[src/rtl/ex_wb_stage.sv]
// ex_wb_stage: execute-to-writeback stage of the 16-bit CPU.
//
// This stage takes the ALU/shifter result, the load data and the control bits.
// It picks the writeback data when an entry is captured and holds up to two
// entries in a skid buffer that uses a valid/ready handshake. The oldest entry
// drives the register-file write port. A combinational lookup lets decode take
// results that have not retired yet.
//
// Ports
//   Clock, Reset_n            : rising-edge clock, asynchronous active-low reset
//   InValid/InReady           : upstream handshake (InReady is registered)
//   InResult, InMemData       : ALU/shifter result and load data
//   InMemToReg, InRegWrite    : data select and register-write enable
//   InRd                      : destination register (R0 never written)
//   WbValid/WbReady           : head-entry handshake toward the register file
//   WbEn, WbAddr, WbData      : register-file write port
//   FwdQueryAddr              : source register looked up by decode
//   FwdHit, FwdData           : forwarding result (newest match wins)
//
// Optional (define EX_WB_STATS_EN):
//   StatRetired               : saturating count of pops with WbEn=1
//   StatStall                 : saturating count of cycles with InValid && !InReady
module ex_wb_stage #(
  parameter int DATA_W  = 16,
  parameter int RADDR_W = 2
) (
  input  logic               Clock,
  input  logic               Reset_n,
  input  logic               InValid,
  output logic               InReady,
  input  logic [DATA_W-1:0]  InResult,
  input  logic [DATA_W-1:0]  InMemData,
  input  logic               InMemToReg,
  input  logic               InRegWrite,
  input  logic [RADDR_W-1:0] InRd,
  output logic               WbValid,
  input  logic               WbReady,
  output logic               WbEn,
  output logic [RADDR_W-1:0] WbAddr,
  output logic [DATA_W-1:0]  WbData,
  input  logic [RADDR_W-1:0] FwdQueryAddr,
  output logic               FwdHit,
  output logic [DATA_W-1:0]  FwdData
`ifdef EX_WB_STATS_EN
  ,
  output logic [15:0]        StatRetired,
  output logic [15:0]        StatStall
`endif
);

  typedef struct packed {
    logic               en;
    logic [RADDR_W-1:0] rd;
    logic [DATA_W-1:0]  data;
  } entry_t;

  typedef enum logic [1:0] {EMPTY, ONE, TWO} state_t;

  state_t state, state_nxt;
  entry_t head, tail, in_ent;
  logic   push, pop;
  logic   hit_head, hit_tail;

  // The data mux and the R0 suppression happen at capture, so stored entries
  // are already in their final writeback form.
  assign in_ent = '{en:   InRegWrite && (InRd != '0),
                    rd:   InRd,
                    data: InMemToReg ? InMemData : InResult};

  assign push = InValid && InReady;
  assign pop  = WbValid && WbReady;

  always_comb begin
    state_nxt = state;
    case (state)
      EMPTY:   if (push) state_nxt = ONE;
      ONE: begin
        if (push && !pop)      state_nxt = TWO;
        else if (pop && !push) state_nxt = EMPTY;
      end
      TWO:     if (pop) state_nxt = ONE;
      default: state_nxt = EMPTY;
    endcase
  end

  always_ff @(posedge Clock or negedge Reset_n) begin
    if (!Reset_n) begin
      state   <= EMPTY;
      InReady <= 1'b1;
      head    <= '0;
      tail    <= '0;
    end else begin
      state   <= state_nxt;
      InReady <= (state_nxt != TWO);
      if (pop) begin
        // The head leaves. The tail moves up, or in ONE a same-cycle push
        // becomes the new head. A pop that empties the buffer leaves head
        // unchanged, so WbAddr/WbData keep their last value.
        if (state == TWO)  head <= tail;
        else if (push)     head <= in_ent;
      end else if (push) begin
        if (state == EMPTY) head <= in_ent;
        else                tail <= in_ent;
      end
    end
  end

  assign WbValid = (state != EMPTY);
  assign WbEn    = WbValid && head.en;
  assign WbAddr  = head.rd;
  assign WbData  = head.data;

  // Only valid entries with en set can match. R0 is never captured with
  // en=1, so a query for R0 never hits. On a double match the tail (newer)
  // entry wins.
  assign hit_tail = (state == TWO) && tail.en && (tail.rd == FwdQueryAddr);
  assign hit_head = WbValid && head.en && (head.rd == FwdQueryAddr);
  assign FwdHit   = hit_tail || hit_head;
  assign FwdData  = hit_tail ? tail.data : (hit_head ? head.data : '0);

`ifdef EX_WB_STATS_EN
  always_ff @(posedge Clock or negedge Reset_n) begin
    if (!Reset_n) begin
      StatRetired <= '0;
      StatStall   <= '0;
    end else begin
      if (pop && WbEn && (StatRetired != 16'hFFFF))
        StatRetired <= StatRetired + 16'd1;
      if (InValid && !InReady && (StatStall != 16'hFFFF))
        StatStall <= StatStall + 16'd1;
    end
  end
`endif

endmodule

[config.mk]
export PLATFORM = sky130hd
export DESIGN_NAME = ex_wb_stage
export DESIGN_NICKNAME = d
export VERILOG_FILES = /design/src/rtl/ex_wb_stage.sv
export SDC_FILE = /design/constraint.sdc
export NUM_CORES = 1
export LEC_CHECK = 0
export CAP_MARGIN = 20
export CORE_ASPECT_RATIO = 1.75
export CORE_UTILIZATION = 47
export CTS_CLUSTER_DIAMETER = 150
export DETAILED_ROUTE_END_ITERATION = 10
export PLACE_DENSITY_LB_ADDON = 0.08
export SLEW_MARGIN = 0
export SYNTH_ARGS = -nofsm -noshare
export SYNTH_HDL_FRONTEND = slang
export SYNTH_SLANG_ARGS = --single-unit
[constraint.sdc]
create_clock -name Clock -period 2.73 [get_ports Clock]
set_input_delay 0.6825 -clock Clock [delete_from_list [all_inputs] [get_ports Clock]]
set_output_delay 0.6825 -clock Clock [all_outputs]
set_load 0.005 [all_outputs]
==> flow_summary.toml <==
[logic_synthesis]
synth_warnings = 0
synthTopCellsByCount = "73 x mux2_2, 40 x dfrtp_1, 18 x buf_4, 18 x inv_1"
synth_area_um2 = 2580
syn_avg_cell_area_um2 = 11.9
synth_top_area_share_pct = 38.8
ys_ff_latch = 41
synth_seq_area_share_pct = 39.8
synthDistinctLibCells = 28
synth_area_leaders = "dfrtp_1 39%, mux2_2 32%, mux2i_1 6.2%, buf_4 5.2%, nand4_1 3.9%"
synth_most_common_cell = "mux2_2"
synth_area_leader_cell = "dfrtp_1"
synth-edff-count = 0
synthCells = 217
synthArstFlopShare_pct = 100
synth_ff_type = "dfrtp_1"
syn_nets = 259

[layout]
layout.cells.non_filler = 347
n_antenna_cell = 0
final_util_pct = 67.0
seqCellArea_um2 = 1030
drive_gt1_share_pct = 41.1
area_growth_pct = 36.6
fin_area_um2 = 3520
multi_input_area_um2 = 1310
nFillCells = 444
layout.nets = 333

[clock_tree]
hold_buffers = 0
cts_tree = "done"
clock_latency_ps = 280
cts_buffer_depth = 2
path_clk_slew_ps = 70
numCtsBuffers = 5
cts_num_sinks = 41
htreeDepth = 2
cts-root-buf = "clkbuf_8"

[detailed_routing]
drcViolationCount = 4
dr.pass1.iters = 7
ant_nets = 0
vias_per_cell = 5.47
wl_um = 5750
drt_iter0_markers = 46
num_vias = 1898
wire_per_inst_um = 16.6

[setup_path]
cp.required_ps = 2050
cp-startpoint = "FwdQueryAddr[1]"
endpoint_kind = "primary output"
arrival_ps = 2040
cp_max_fo = 5
cp-endpoint = "FwdData[5]"
r2r_setup_slack_ps = 980
ff2ff_path_depth = 5
worstReg2RegStart = "state[1]"
start_kind = "primary input"
crit_type = "primary input to primary output"
worstReg2RegEnd = "WbData[3]"

[timing]
hold_viol_final = 0
finalClockSkew_ps = 3.65
rsz0062_at_grt = "true"
timing.hold.ws_ps = 334
setup_viol = 0
fin_crit_ps = 2730
max_freq_mhz = 367
worst_slew_pin_slew_ps = 443
relSlewSlack_pct = 70.5
slew_violations = 0
min_period_over_period_pct = 99.9

[outcome]
failed_checks = "DRC"
status = "finished with violations"

[floorplanning]
rows = 35
core-area_um2 = 5260
die_w_um = 58.0
io_pins = 80
die_area_um2 = 5800
start_util_pct = 49.1
die_y_um = 100

[flow_run]
max_cap_violations = 0

[global_route]
grt_max_degree = 23
grt.overflow.total = 0
grt_first_pass_wirelength_um = 9290
grt_usage_pct = 21.1
antenna_found_initial = 0
first_global_vias = 1948

[power]
seqPwrFrac_pct = 38.6
worst_ir_drop_vdd_v = 0.000460
p_switching_w = 0.000973
switching_share_pct = 32.8
p_int_w = 0.00199
total_power_w = 0.00296
combPwrFrac_pct = 47.9
power_per_cell_area_nw_per_um2 = 841
leakagePower_nw = 1.62
power.share.clock_pct = 13.5

[placement]
io_buffers = 79
dpl_cell_area_um2 = 3380
place_inst = 335
gp_congestion = 0.721
dp_hpwl_um = 4260

[min_path]
hp-class = "primary input to async pin"
-- sequential cells by signal (all words and copies together), names as in the netlist --
| signal | count |
|---|---|
| tail | 19 |
| WbData | 16 |
| WbAddr | 2 |
| state | 2 |
| InReady | 1 |
| head | 1 |
-- cells by family after synthesis --
logic type | after synthesis | synth area share [%]
compound gates | 6 | 2.33
flops | 41 | 39.8
buf+inv | 50 | 11.9
xor+xnor | 4 | 1.36
simple gates | 27 | 6.50
mux | 89 | 38.1
-- per-stage QoR --
stage	setup slack, ps	TNS [ps]
4_1_cts	-54.5	-100
3_3_place_gp	-675	-10180
3_5_place_dp	-684	-10200
6_report	3.23	0
2_1_floorplan	302	0
5_1_grt	-25.8	-26.9
-- repair_timing --
action / 4_1_cts / 5_1_grt
setup endpoints to repair: 17 / 12
buffers inserted: 4 / 0
pin swaps: 2 / 1
gates resized for setup: 66 / 2
endpoints found under the hold margin: 0 / 0
-- worst min path at each step --
stage / to / from / cells past startpoint
3_3_place_gp: head[18] / head[18] / 1
4_1_cts: tail[9] / Reset_n / 1
6_report: tail[9] / Reset_n / 1
3_5_place_dp: head[18] / head[18] / 1
5_1_grt: WbData[6] / Reset_n / 1
2_1_floorplan: WbAddr[0] / Reset_n / 0
-- layout make-up --
cell class / count / area share, %
clock buffer: 8 / 2.56
inverter: 18 / 1.92
multi-input combinational: 126 / 37.0
sequential: 41 / 29.2
tap: 55 / 1.95
timing repair buffer: 99 / 27.4
-- metal layers --
layer	GRT usage (%)	vias to the layer above	part of all wire, %
met4	6.04	0	1.6
li1	-	898	-
met1	22.7	933	37
met2	40.9	59	56
met3	3.35	8	5.0
met5	0	-	0
-- worst max-delay path, stage by stage --
cell	delay [ps]
buf_6	90
xor2_1	130
or4_4	520
buf_8	150
buf_6	130
mux2i_2	190
buf_2	150
-- power groups by stage --
stage	clock [W]	combinational, W	sequential, W
after CTS	0.000413	0.00144	0.00115
after global routing	0.000438	0.00153	0.00119
after detailed placement	0	0.00143	0.00116
after global placement	0	0.00141	0.00115
final	0.000400	0.00142	0.00115
after floorplan	0	0.000916	0.00109
-- cells in the final DEF, fill, tap and decap left out, types with 3 or more instances in the layout --
cell and n:
mux2_2 73, clkdlybuf4s15_1 3, mux2i_1 13, clkdlybuf4s50_1 59
dlygate4sd2_1 6, dfrtp_1 40, buf_6 3, buf_4 13
buf_12 5, clkbuf_8 6, inv_1 18, buf_2 9
nand4_1 16
No activity file was read; power rests on OpenSTA's default activity.
